[config.mk]
export PLATFORM = sky130hd
export DESIGN_NAME = pe_pass_scheduler
export DESIGN_NICKNAME = d
export VERILOG_FILES = /design/src/rtl/pe_pass_scheduler.sv
export SDC_FILE = /design/constraint.sdc
export NUM_CORES = 1
export LEC_CHECK = 0
export ABC_AREA = 1
export BUFFER_PORTS_ARGS = -buffer_cell sky130_fd_sc_hd__buf_2
export CAP_MARGIN = 10
export CORE_MARGIN = 5
export CORE_UTILIZATION = 50
export CTS_CLUSTER_DIAMETER = 200
export DETAILED_ROUTE_END_ITERATION = 12
export PLACE_DENSITY = 0.82
export SETUP_SLACK_MARGIN = 0.5
export SLEW_MARGIN = 10
export SYNTH_ARGS = -nofsm -noshare
export SYNTH_HDL_FRONTEND = slang
export SYNTH_SLANG_ARGS = --single-unit
[constraint.sdc]
create_clock -name clk -period 7.45 [get_ports clk]
set_input_delay 1.1175 -clock clk [delete_from_list [all_inputs] [get_ports clk]]
set_output_delay 1.1175 -clock clk [all_outputs]
set_load 0.03 [all_outputs]
[src/rtl/pe_pass_scheduler.sv]
// pe_pass_scheduler: sequences a single PE through one convolution pass.
// Accepts a pass descriptor, configures the PE, pulses its enable, then opens
// the filter/ifmap/ipsum/opsum phases one at a time while counting beats.
// Optional feature macro: PASS_WDOG_EN adds an idle-beat watchdog that aborts
// a stalled pass after WDOG_CYCLES cycles without a counted fire.
module pe_pass_scheduler #(
    parameter int unsigned CONFIG_SIZE = 13,
    parameter int unsigned WDOG_CYCLES = 1024
) (
    input  logic                   clk,
    input  logic                   rst,
    input  logic                   job_valid,
    output logic                   job_ready,
    input  logic [CONFIG_SIZE-1:0] job_cfg,
    output logic                   pe_en,
    output logic [CONFIG_SIZE-1:0] pe_config,
    input  logic                   filter_fire,
    input  logic                   ifmap_fire,
    input  logic                   ipsum_fire,
    input  logic                   opsum_fire,
    output logic                   filter_req,
    output logic                   ifmap_req,
    output logic                   ipsum_req,
    output logic [4:0]             col_idx,
    output logic                   busy,
    output logic                   done,
    output logic                   err
);

    typedef enum logic [2:0] {
        StIdle,
        StCfg,
        StFilter,
        StIfmap,
        StIpsum,
        StOpsum,
        StDone
    } state_e;

    state_e                 state_q, state_d;
    logic [CONFIG_SIZE-1:0] cfg_q, cfg_d;
    logic [4:0]             cnt_q, cnt_d;
    logic [4:0]             col_q, col_d;
    logic                   err_q, err_d;

    // Decoded pass geometry (all counts are field value + 1)
    logic [2:0] rs_n, p_n, q_n;
    logic [4:0] f_last;
    logic       dw;
    logic [4:0] n_flt, n_ps, n_if;

    assign rs_n   = {1'b0, cfg_q[11:10]} + 3'd1;
    assign p_n    = {1'b0, cfg_q[8:7]} + 3'd1;
    assign q_n    = {1'b0, cfg_q[1:0]} + 3'd1;
    assign f_last = cfg_q[6:2];
    assign dw     = cfg_q[12];
    assign n_flt  = {2'b00, p_n} * {2'b00, rs_n};
    assign n_ps   = dw ? {2'b00, q_n} : {2'b00, p_n};
    // First column loads a full rs-wide window; later columns slide by one word
    assign n_if   = (col_q == 5'd0) ? {2'b00, rs_n} : 5'd1;

    logic       phase_fire;
    logic [4:0] phase_target;
    logic       in_phase;
    logic       stray;

    // Select the fire line and beat target belonging to the open phase
    always_comb begin
        phase_fire   = 1'b0;
        phase_target = 5'd0;
        in_phase     = 1'b0;
        unique case (state_q)
            StFilter: begin
                phase_fire   = filter_fire;
                phase_target = n_flt;
                in_phase     = 1'b1;
            end
            StIfmap: begin
                phase_fire   = ifmap_fire;
                phase_target = n_if;
                in_phase     = 1'b1;
            end
            StIpsum: begin
                phase_fire   = ipsum_fire;
                phase_target = n_ps;
                in_phase     = 1'b1;
            end
            StOpsum: begin
                phase_fire   = opsum_fire;
                phase_target = n_ps;
                in_phase     = 1'b1;
            end
            default: ;
        endcase
    end

    // Any fire on a stream whose phase is not open is a protocol error
    assign stray = (filter_fire && (state_q != StFilter)) ||
                   (ifmap_fire  && (state_q != StIfmap))  ||
                   (ipsum_fire  && (state_q != StIpsum))  ||
                   (opsum_fire  && (state_q != StOpsum));

`ifdef PASS_WDOG_EN
    logic [15:0] wdog_q, wdog_d;
    logic        wdog_trip;

    assign wdog_trip = in_phase && !phase_fire && (wdog_q == 16'(WDOG_CYCLES - 1));
`endif

    // Next-state: phase sequencing, beat counting and error capture
    always_comb begin
        state_d = state_q;
        cfg_d   = cfg_q;
        cnt_d   = cnt_q;
        col_d   = col_q;
        err_d   = err_q;
        case (state_q)
            StIdle: begin
                if (job_valid) begin
                    cfg_d   = job_cfg;
                    err_d   = 1'b0;
                    cnt_d   = 5'd0;
                    col_d   = 5'd0;
                    state_d = StCfg;
                end
            end
            StCfg: begin
                cnt_d   = 5'd0;
                state_d = StFilter;
            end
            StFilter, StIfmap, StIpsum, StOpsum: begin
                if (phase_fire) begin
                    if (cnt_q + 5'd1 == phase_target) begin
                        cnt_d = 5'd0;
                        case (state_q)
                            StFilter: state_d = StIfmap;
                            StIfmap:  state_d = StIpsum;
                            StIpsum:  state_d = StOpsum;
                            default: begin
                                if (col_q == f_last) begin
                                    state_d = StDone;
                                end else begin
                                    col_d   = col_q + 5'd1;
                                    state_d = StIfmap;
                                end
                            end
                        endcase
                    end else begin
                        cnt_d = cnt_q + 5'd1;
                    end
                end
            end
            StDone: begin
                state_d = StIdle;
            end
            default: begin
                state_d = StIdle;
            end
        endcase
        if (stray) begin
            err_d = 1'b1;
        end
`ifdef PASS_WDOG_EN
        if (wdog_trip) begin
            err_d   = 1'b1;
            state_d = StIdle;
        end
`endif
    end

`ifdef PASS_WDOG_EN
    // Idle counter restarts on every counted beat and every phase change
    always_comb begin
        wdog_d = 16'd0;
        if (in_phase && !phase_fire && (state_d == state_q)) begin
            wdog_d = wdog_q + 16'd1;
        end
    end

    // Watchdog register
    always_ff @(posedge clk) begin
        if (rst) begin
            wdog_q <= 16'd0;
        end else begin
            wdog_q <= wdog_d;
        end
    end
`endif

    // State and datapath registers
    always_ff @(posedge clk) begin
        if (rst) begin
            state_q <= StIdle;
            cfg_q   <= '0;
            cnt_q   <= 5'd0;
            col_q   <= 5'd0;
            err_q   <= 1'b0;
        end else begin
            state_q <= state_d;
            cfg_q   <= cfg_d;
            cnt_q   <= cnt_d;
            col_q   <= col_d;
            err_q   <= err_d;
        end
    end

    assign job_ready  = (state_q == StIdle);
    assign pe_en      = (state_q == StCfg);
    assign pe_config  = cfg_q;
    assign filter_req = (state_q == StFilter);
    assign ifmap_req  = (state_q == StIfmap);
    assign ipsum_req  = (state_q == StIpsum);
    assign col_idx    = col_q;
    assign busy       = (state_q != StIdle);
    assign done       = (state_q == StDone);
    assign err        = err_q;

endmodule
# Word-level counts from Yosys, hierarchy flattened
# Index checks and enable logic that the tools add are counted.
[totals]
in_bits = 20
out_inout_bits = 26
ff_bits = 27
word_cells = 72
[classes]
n_mul = 1
n_reduce_logical = 22
add_sub_neg = 5
mux = 22
n_eq_ne = 17
[ops]
columns = ["cell", "count"]
rows = [
  ["2-to-1 mux 5 bit", 7],
  ["case mux 5 bit (3 select lines)", 2],
  ["2-to-1 mux 3 bit", 6],
  ["case mux 3 bit (3 select lines)", 2],
  ["adder 5 x 1 -> 5 bit (second input constant)", 2],
  ["== test 5 bit", 2],
  ["inequality test 2 bit (second input constant)", 5],
  ["case mux 5 bit (2 select lines)", 1],
  ["adder 2 x 1 -> 3 bit (second input constant)", 3],
  ["== test 3 bit (second input constant)", 3],
  ["== test 3 x 2 -> 1 bit (second input constant)", 2],
  ["inequality test 3 x 2 -> 1 bit (second input constant)", 2],
  ["inequality test 3 bit (second input constant)", 2],
  ["AND reduction 3 bit", 2],
  ["AND reduction 6 bit", 1],
  ["nonzero test 2 bit", 3],
  ["nonzero test 3 bit", 2],
  ["zero test 5 bit", 1],
  ["multiplier 3 x 3 -> 5 bit", 1],
  ["logical AND 1 bit", 4],
  ["case mux 1 bit (4 select lines)", 1],
  ["AND reduction 2 bit", 2],
  ["OR reduction 4 bit", 1],
  ["== test 3 x 1 -> 1 bit (second input constant)", 1],
  ["other kinds (5)", 9],
]

# Longest topological paths before layout
# Gate-level depths: netlist of the first run.
[depth]
depth_word = 7
ltp_mapped = 21
ltp_nobuf = 21

# Worst setup path before layout of the first run
# No wires, ideal clock.
[synth_path]
path_type = "reg2reg"
start = "register cfg_q[10] (netlist: pe_config[10])"
end = "register col_q[3] (netlist: col_idx[3])"
synth_period_minus_slack_ns = 3.155
path_slack_ns = 4.295
t_arrival_ns = 3.039
n_path_buf = 1
setup_ns = 0.116
t_required_ns = 7.334
path_stages_with_launch = 21
path_cell_list = "dfxtp_1 ha_1 nand2_1 inv_1 fa_1 ha_1 inv_1 fa_1 inv_1 nand2_1 nand3_1 nand4_1 nand2_1 nand3_1 nor2_2 nand2_4 nand2_4 buf_8 nand3_1 nand2_1 nor2_1"
[synth_via]
elab_chain_cells = 6
elab_cells_between_ends = 7
classes_between = "1 x add/sub; 1 x mul; 2 x eq/ne; 2 x mux; 1 x reduce/logical"
[synth_rtl]
columns = ["item", "line", "rtl"]
rows = [
  ["start: declaration", "41", "logic [CONFIG_SIZE-1:0] cfg_q, cfg_d;"],
  ["start signal: assignment", "200", "cfg_q <= cfg_d;"],
  ["adder 2 x 1 -> 3 bit (*)", "52", "assign rs_n = {1'b0, cfg_q[11:10]} + 3'd1;"],
  ["multiplier 3 x 3 -> 5 bit / 2-to-1 mux 3 bit (equally long branches)", "57, 60", ""],
  ["case mux 5 bit (3 select lines) (*)", "72", "unique case (state_q)"],
  ["== test 5 bit (*)", "133", "if (cnt_q + 5'd1 == phase_target) begin"],
  ["inequality test 2 bit (no line) (*)", "-", ""],
  ["AND reduction 6 bit (no line) (*)", "-", ""],
  ["end signal: assignment", "202", "col_q <= col_d;"],
  ["end: declaration", "43", "logic [4:0] col_q, col_d;"],
]
# Mark *: on every way between the ends. The rest lies on a longest branch, timed or not.
# A chain may end at the register's enable or synchronous reset.

# Worst setup path after layout of the first run
[layout_path]
start = "register cfg_q[10] (netlist: pe_config[10])"
end = "register state_q[2]"
[layout_via]
elab_chain_cells = 6
elab_cells_between_ends = 7
classes_between = "1 x add/sub; 1 x mul; 2 x eq/ne; 2 x mux; 1 x reduce/logical"
[layout_rtl]
columns = ["item", "line", "rtl"]
rows = [
  ["adder 2 x 1 -> 3 bit (*)", "52", ""],
  ["multiplier 3 x 3 -> 5 bit / 2-to-1 mux 3 bit (equally long branches)", "57, 60", ""],
  ["case mux 5 bit (3 select lines) (*)", "72", ""],
  ["== test 5 bit (*)", "133", ""],
  ["inequality test 2 bit (no line) (*)", "-", ""],
  ["AND reduction 3 bit (no line) (*)", "-", ""],
  ["end signal: assignment", "193", "state_q <= StIdle;"],
  ["end signal: assignment", "199", "state_q <= state_d;"],
  ["end: declaration", "40", "state_e state_q, state_d;"],
]
# Marked as above.

==> results.txt, run 1 <==
----------------------------------------------------
[Critical path]
  Chain of cells forming the critical path ... ha_1 > nand2_1 > inv_1 > fa_1 > ha_1 > inv_1 > fa_1 > inv_1 > nand2_1 > nand3_1 > nand4_1 > nand2_1 > nand3_1 > nor2_2 > nand2_4 > nand2_4 > nand2_1 > nand2_1 > nand2_1 > nor2_1
  Delay of the slowest critical-path stage ... slightly above 0.5 ns
  Worst Path Buf+Inv ... 3
  CP dominant cell by count ... nand2_1
  Kind of start point of the critical path ... flop
  Delay-heaviest family, CP ... adder cells
  Critical setup path kind ... reg -> reg
  WP data required ... between 7 and 8 ns
  R2r startpoint ... pe_config[10]$_SDFFE_PP0P_
  CP max stage cell ... fa_1
  Startpoint of the most critical setup path ... pe_config[10]$_SDFFE_PP0P_
  Setup crit end kind ... flop
  CP Max Fanout ... 15
  Worst EP arrival ... 3.47 ns

[STA]
  Number of endpoints with negative hold slack in the final report ... 0
  Slew HR ... 0.6370
  Worst clock skew on the final layout ... around 0.008 ns
  Final total negative setup slack ... 0 ns
  Final clock period utilization by the worst path ... 0.4367
  Final-report max-slew violation count ... 0
  Min Tclk post-route ... 3.254 ns
  Final critical-path setup slack ... 4.196 ns
  Final Setup Violations ... 0
  Max frequency ... between 300 and 400 MHz
  Transition time at the pin with the least slew margin ... ~0.54 ns
  RSZ-0062 raised after global routing ... false

[Layout]
  Final antenna diode count ... 0
  Post-layout utilization of the core ... 0.5996
  Area growth from synthesis to final layout ... 13.90%
  Leading cell type in the layout, fill and taps excluded ... nand2_1
  Most frequent cells in the layout ... 68 x nand2_1, 45 x buf_2, 42 x inv_1, 37 x nand3_1, 29 x a21oi_1
  Fraction of final layout cells with drive strength greater than 1 ... 0.1893
  Final layout net count ... 374

[Route]
  Number of nets with antenna violations after detailed routing ... 0
  Metal2 WL ... about 2.1 mm
  Drt drc ... 0
  Post-Route WL ... 4.902 mm
  Ratio of routed vias to standard cells ... between 5 and 6
  TritonRoute pass-1 iters ... 4
  Vias after detailed routing ... ~2000
  Wire length on met1 ... about 2.4 mm
  DRC marker count from the first detailed-route iteration ... roughly 120
  Routed wl met3 ... 387 um
  Uppermost layer routed ... met4
  Average wire per standard cell ... 12.70 um

[Flow run]
  Max-cap violations ... 0

[Pwr]
  Internal cell power ... between 0.3 and 0.4 mW
  Relative contribution of combinational cells to total power ... 0.627
  Clock power share ... 0.102
  P_leak ... 1.135 nW
  Power per Cell Area ... 364.2 nW/um^2
  Reported net switching power ... between 0.4 and 0.5 mW
  Maximum vdd drop ... between 0.0002 and 0.00025 V
  Fraction of power spent switching nets ... 0.5384
  Sequential share of power ... 0.271

[Placed design]
  Pre-CTS worst setup slack ... roughly 4.3 ns
  DP HPWL ... 3.884 mm
  RePlAce Congestion ... ~0.94
  Number of buffer cells added on primary ports ... 45

[Min path]
  Hold path startpoint ... pe_config[9]$_SDFFE_PP0P_
  Min-Delay Path Class ... reg -> reg

[Yosys]
  Area share of the largest cell type after synthesis ... 0.2743
  Summed instance area of the synthesized netlist ... ~2000 sq um
  Cell types occupying the most area after synthesis ... dfxtp_1 27%, nand2_1 13%, nand3_1 9.4%
  Synth Instances ... ~300
  Total of warnings raised by yosys ... 0
  Count of state elements after synthesis ... 27
  Net count after synthesis ... about 330
  Post-synth cell types ... 29
  Part of the Yosys area used for sequential elements ... 0.2743
  Post-synthesis area per instance ... roughly 6.6 sq um
  Post-synthesis cell type with the largest combined area ... dfxtp_1

[Clock network]
  Total setup buffers inserted after CTS ... 0
  Resized cells post-CTS ... 0
  Clock tree from TritonCTS ... done
  Number of clock sinks seen by CTS ... 27
  Number of CTS-inserted buffers ... 3
  Clock slew seen by the registers of the worst setup and hold paths ... around 0.090 ns
  Latest clock arrival within the worst-skew pair ... ~0.28 ns
  Quantity of hold-fixing buffers added after cts ... 0
  H-tree depth ... 1
  Root Buffer Master ... clkbuf_8
  Deepest clock path buffer count ... 2

[Floorplanning]
  Number of I/O pins ... between 40 and 50
  Core region area ... roughly 3700 sq um
  Total number of placement rows ... 22
  Die area ... ~5300 sq um
  Starting density of the core ... 0.5264
  Die span in x ... ~73 um
  Die Ht ... 72.78 um

[GRT]
  Pin count of the biggest net entering global routing ... 20
  Global-route wire length before repair ... 8.155 mm
  Aggregate global-route resource usage ... 0.1902
  Number of global-route vias before repair ... 1826
  Overflow left after global routing ... 0
  Antenna violations before repair ... 0

[Outcome]
  Status ... complete, no violations

----------------------------------------------------
power groups by stage:
stage	Combinational (mW)	Sequential [mW]	Clock [mW]
CTS	0.510	0.221	0.0848
global route	0.571	0.230	0.0909
global placement	0.499	0.223	0
detailed placement	0.507	0.225	0
floorplan	0.389	0.248	0
finish	0.512	0.222	0.0833
cells by family (layout without fill, tap and decap cells):
logic type / count (synthesis) / after routing / share of synthesized area
and+or+nand+nor: 154 / 154 / 0.3632
adders and majority gates: 15 / 15 / 0.1029
AOI/OAI and AO/OA: 42 / 42 / 0.1181
xor gates and xnor gates: 6 / 6 / 0.02667
buffers and inverters: 55 / 94 / 0.1149
DFF: 27 / 27 / 0.2743
layer usage:
metal  track usage  vias to the layer above
met5             0                        -
met3       0.02893                        8
met1        0.2664                      911
met2        0.2946                       79
met4       0.06762                        0
li1              -                     1051
flip-flops by register name (all words and copies together) (netlist names):
| signal | flops |
|---|---|
| col_idx | 5 |
| pe_config | 13 |
| cnt_q | 5 |
| state_q | 3 |
| err | 1 |
worst min-delay path: cells and delay by family, from the launching register on:
family / cells / cell delay, ns
simple gates: 1 / 0.06
compound gates: 1 / 0.05
flops: 1 / 0.33
final cells by class:
class / instances / area, sq um
clock buffer: 3 / 41.29
clock inverter: 1 / 5.005
fill: 354 / 1499
inverter: 45 / 168.9
multi-input combinational: 217 / 1204
sequential: 27 / 540.5
tap: 48 / 60.06
timing repair buffer: 45 / 225.2
cell usage after synthesis:
library cell  number
ha_1              13
nor3_4             2
buf_4              2
o21ai_0            7
dfxtp_1           27
buf_2              1
nor2_2             4
nand2_4            2
nand2_2            3
xnor2_1            5
nand3_1           37
nand3b_1           1
nand4_1           10
inv_2              3
nand2_1           68
fa_1               2
a221oi_1           1
xor2_1             1
nor2_1            24
inv_1             42
clkbuf_1           6
o31ai_1            1
a21oi_1           29
nor3_1             2
or3_1              1
o22ai_1            2
buf_8              1
o211ai_1           1
a21oi_4            1
path summary, 6_finish.rpt:
check,to,slack [ns],cells past startpoint
worst min-delay path,pe_config[9]$_SDFFE_PP0P_,0.48,2
worst min register to register,pe_config[9]$_SDFFE_PP0P_,0.48,2
worst max register to register,state_q[2]$_SDFFE_PP0P_,4.20,20
worst max-delay path,state_q[2]$_SDFFE_PP0P_,4.20,20
per-stage QoR:
| step | cells | power, mW | hold slack, ns | area (sq um) |
|---|---|---|---|---|
| after global routing | 386 | 0.8913 | 0.4999 | 2245 |
| final | 386 | 0.8176 | 0.4801 | 2245 |
| after global placement | 382 | 0.7228 | 0.4519 | 2198 |
| after CTS | 386 | 0.8155 | 0.4759 | 2245 |
| after detailed placement | 382 | 0.7311 | 0.4609 | 2198 |
| after floorplan | 299 | 0.6371 | 0.4583 | 1971 |
Note: power is estimated with default switching activity, not from simulation.
==> run 2, diff against run 1 <==
Settings changed: ABC_AREA 1 to 0, CORE_UTILIZATION 50 to 49, PLACE_DENSITY 0.82 to 0.83.
Clock period 7.45 ns to 2.9 ns, I/O delays scaled along.
==> results.txt, run 2 <==
----------------------------------------------------
[Layout]
  Leading cell type in the layout, fill and taps excluded ... buf_2
  Fraction of final layout cells with drive strength greater than 1 ... 0.3155
  Final layout net count ... roughly 350
  Final antenna diode count ... 0
  Most frequent cells in the layout ... 45 x buf_2, 37 x nand2_1, 25 x a21oi_1, 23 x buf_4, 22 x dfxtp_1
  Layout Cell Area excl Fill ... approximately 2600 sq um
  Area growth from synthesis to final layout ... 24.88%
  Max reg flops ... 13
  Post-layout utilization of the core ... 0.6391

[Route]
  Number of nets with antenna violations after detailed routing ... 0
  Post-Route WL ... just under 6 mm
  Drt drc ... 0
  Ratio of routed vias to standard cells ... between 5 and 6
  Vias after detailed routing ... roughly 2200
  TritonRoute pass-1 iters ... 4
  Average wire per standard cell ... around 16 um
  DRC marker count from the first detailed-route iteration ... between 200 and 300

[Critical path]
  Worst setup slack for register-to-register paths ... -0.51 ns
  CP Max Fanout ... 5
  Setup crit end kind ... flop
  Critical setup path kind ... reg -> reg
  WP data required ... around 3 ns
  Worst EP arrival ... 3.56 ns
  Kind of start point of the critical path ... flop

[Pwr]
  Power per Cell Area ... about 740 nW/um^2
  Reported net switching power ... slightly above 0.9 mW
  Clock power share ... 0.116
  Relative contribution of combinational cells to total power ... 0.631
  Internal cell power ... roughly 1 mW
  P_leak ... between 1 and 1.5 nW
  Fraction of power spent switching nets ... 0.4811
  Maximum vdd drop ... 0.0003554 V
  Sequential share of power ... 0.253

[STA]
  Final critical-path setup slack ... -0.5109 ns
  Number of endpoints with negative hold slack in the final report ... 0
  RSZ-0062 raised after global routing ... true
  Final clock period utilization by the worst path ... 1.176
  Final Setup Violations ... 13
  Min Tclk post-route ... around 3.4 ns
  Worst clock skew on the final layout ... 0.01098 ns
  Final-report max-slew violation count ... 0
  Slew HR ... 0.6281
  Transition time at the pin with the least slew margin ... 0.5545 ns
  Worst Hold Slack ... around 0.38 ns
  Final total negative setup slack ... -6.007 ns
  Max frequency ... around 300 MHz

[Yosys]
  Dominant combinational cell family by area after synthesis ... simple AND/OR/NAND/NOR gates
  Fraction of synthesis flops using an asynchronous set or reset pin ... 0
  Part of the Yosys area used for sequential elements ... 0.2621
  Post-synthesis area per instance ... around 8 sq um
  Count of state elements after synthesis ... 27
  Most used DFF post-synth ... dfxtp_1
  Synth Instances ... 258
  Count leader, synth ... nand2_1
  Post-synthesis cell type with the largest combined area ... dfxtp_1
  Post-synth cell types ... just under 60
  Adder-cell share of the synthesized area ... 0.09830
  Area share of the largest cell type after synthesis ... 0.2621
  Share of the synthesized netlist area taken by xor and xnor gates ... 0.05097
  Total of warnings raised by yosys ... 0
  Top cells by count, synth ... 38 x nand2_1, 27 x dfxtp_1, 25 x a21oi_1
  Cell types occupying the most area after synthesis ... dfxtp_1 26%, ha_1 7.9%, nand2_1 6.9%
  Basic-gate share of the synthesized area counting and, or, nand and nor cells ... 0.2555
  Summed instance area of the synthesized netlist ... just over 2000 sq um
  Net count after synthesis ... about 300
  Number of enable flip-flop cells after synthesis ... 0
  Synth Area in Compound Gates ... 0.2306
  Multiplexer fraction of the synthesized cell area ... 0.02791

[Floorplanning]
  Total number of placement rows ... 23
  Starting density of the core ... 0.5118
  Number of I/O pins ... between 40 and 50
  Die span in x ... 74.87 um
  Core region area ... slightly above 4000 sq um
  Die area ... 5606 sq um
  Die Ht ... between 70 and 80 um

[Placed design]
  RePlAce Congestion ... 0.8787
  Pre-CTS worst setup slack ... -0.5462 ns
  Number of buffer cells added on primary ports ... 45
  DP HPWL ... 4.184 mm
  DP Area ... 2461 sq um

[Outcome]
  Status ... complete, but fails checks
  Violated checks ... setup timing

[Min path]
  Min-Delay Path Class ... in -> reg

[GRT]
  Global-route wire length before repair ... 9.804 mm
  Pin count of the biggest net entering global routing ... 31
  Number of global-route vias before repair ... ~2000
  Antenna violations before repair ... 0
  Overflow left after global routing ... 0
  Aggregate global-route resource usage ... 0.2234

[Clock network]
  Clock tree from TritonCTS ... done
  Number of CTS-inserted buffers ... 3
  Number of clock sinks seen by CTS ... 27
  Latest clock arrival within the worst-skew pair ... between 0.2 and 0.3 ns
  Clock slew seen by the registers of the worst setup and hold paths ... about 0.1 ns
  Deepest clock path buffer count ... 2
  H-tree depth ... 1
  Root Buffer Master ... clkbuf_8

[Flow run]
  Max-cap violations ... 0

----------------------------------------------------
[run 2: critical path, cell delays in order (launching register included)]
cell and delay [ns]:
dfxtp_4 0.36, ha_4 0.23, and2_4 0.15, fa_1 0.48
ha_2 0.16, inv_2 0.03, fa_2 0.35, xnor2_2 0.20
xnor2_1 0.12, nor4b_1 0.30, nor2_1 0.13, a211o_4 0.36
buf_6 0.13, o211ai_1 0.19, a31oi_1 0.10
[run 2: power groups by stage]
stage / sequential [mW] / combinational (mW) / clock (mW)
after floorplan: 0.536 / 0.709 / 0
after global placement: 0.488 / 1.07 / 0
after detailed placement: 0.490 / 1.10 / 0
after CTS: 0.482 / 1.17 / 0.223
after global routing: 0.492 / 1.32 / 0.247
final: 0.481 / 1.20 / 0.221
[run 2: cell families after synthesis]
kind of cell | count (synthesis)
and+or+nand+nor | 99
AOI/OAI and AO/OA | 70
buffers and inverters | 30
DFF | 27
adders and majority gates | 15
xor gates and xnor gates | 12
muxes | 5
[run 2: stage by stage]
| step | std cells | total power [mW] |
|---|---|---|
| 4_1_cts | 366 | 1.874 |
| 2_1_floorplan | 258 | 1.245 |
| 3_3_place_gp | 359 | 1.559 |
| 5_1_grt | 367 | 2.055 |
| 3_5_place_dp | 359 | 1.591 |
| 6_report | 367 | 1.905 |
[run 2: repair_timing]
item,CTS,global route
pin swaps,8,5
gates resized for setup,7,4
endpoints found under the setup margin,13,14
hold buffers,0,0
buffers inserted,3,1
[run 2: worst paths after layout]
kind	startpoint	depth (start not counted)	endpoint
worst max register to register	pe_config[11]$_SDFFE_PP0P_	14	col_idx[2]$_SDFFE_PP0P_
worst max-delay path	pe_config[11]$_SDFFE_PP0P_	14	col_idx[2]$_SDFFE_PP0P_
worst min-delay path	job_cfg[3]	3	pe_config[3]$_SDFFE_PP0P_
worst min register to register	pe_config[9]$_SDFFE_PP0P_	2	pe_config[9]$_SDFFE_PP0P_
[run 2: per-layer routing]
metal,GRT usage,vias to the layer above,part of all wire,routed length (um)
li1,-,1057,-,-
met2,0.3540,111,0.46,2664
met5,0,-,0,0
met3,0.02804,14,0.082,472
met1,0.3061,1008,0.43,2492
met4,0.09289,0,0.023,132
[run 2: cell type report]
| type | instances | area, sq um |
|---|---|---|
| clock buffers | 4 | 45.04 |
| fillers | 359 | 1454 |
| inverters | 16 | 60.06 |
| multi-input cells | 201 | 1441 |
| flip-flops and latches | 27 | 556.8 |
| well taps | 50 | 62.56 |
| repair buffers | 69 | 409.1 |
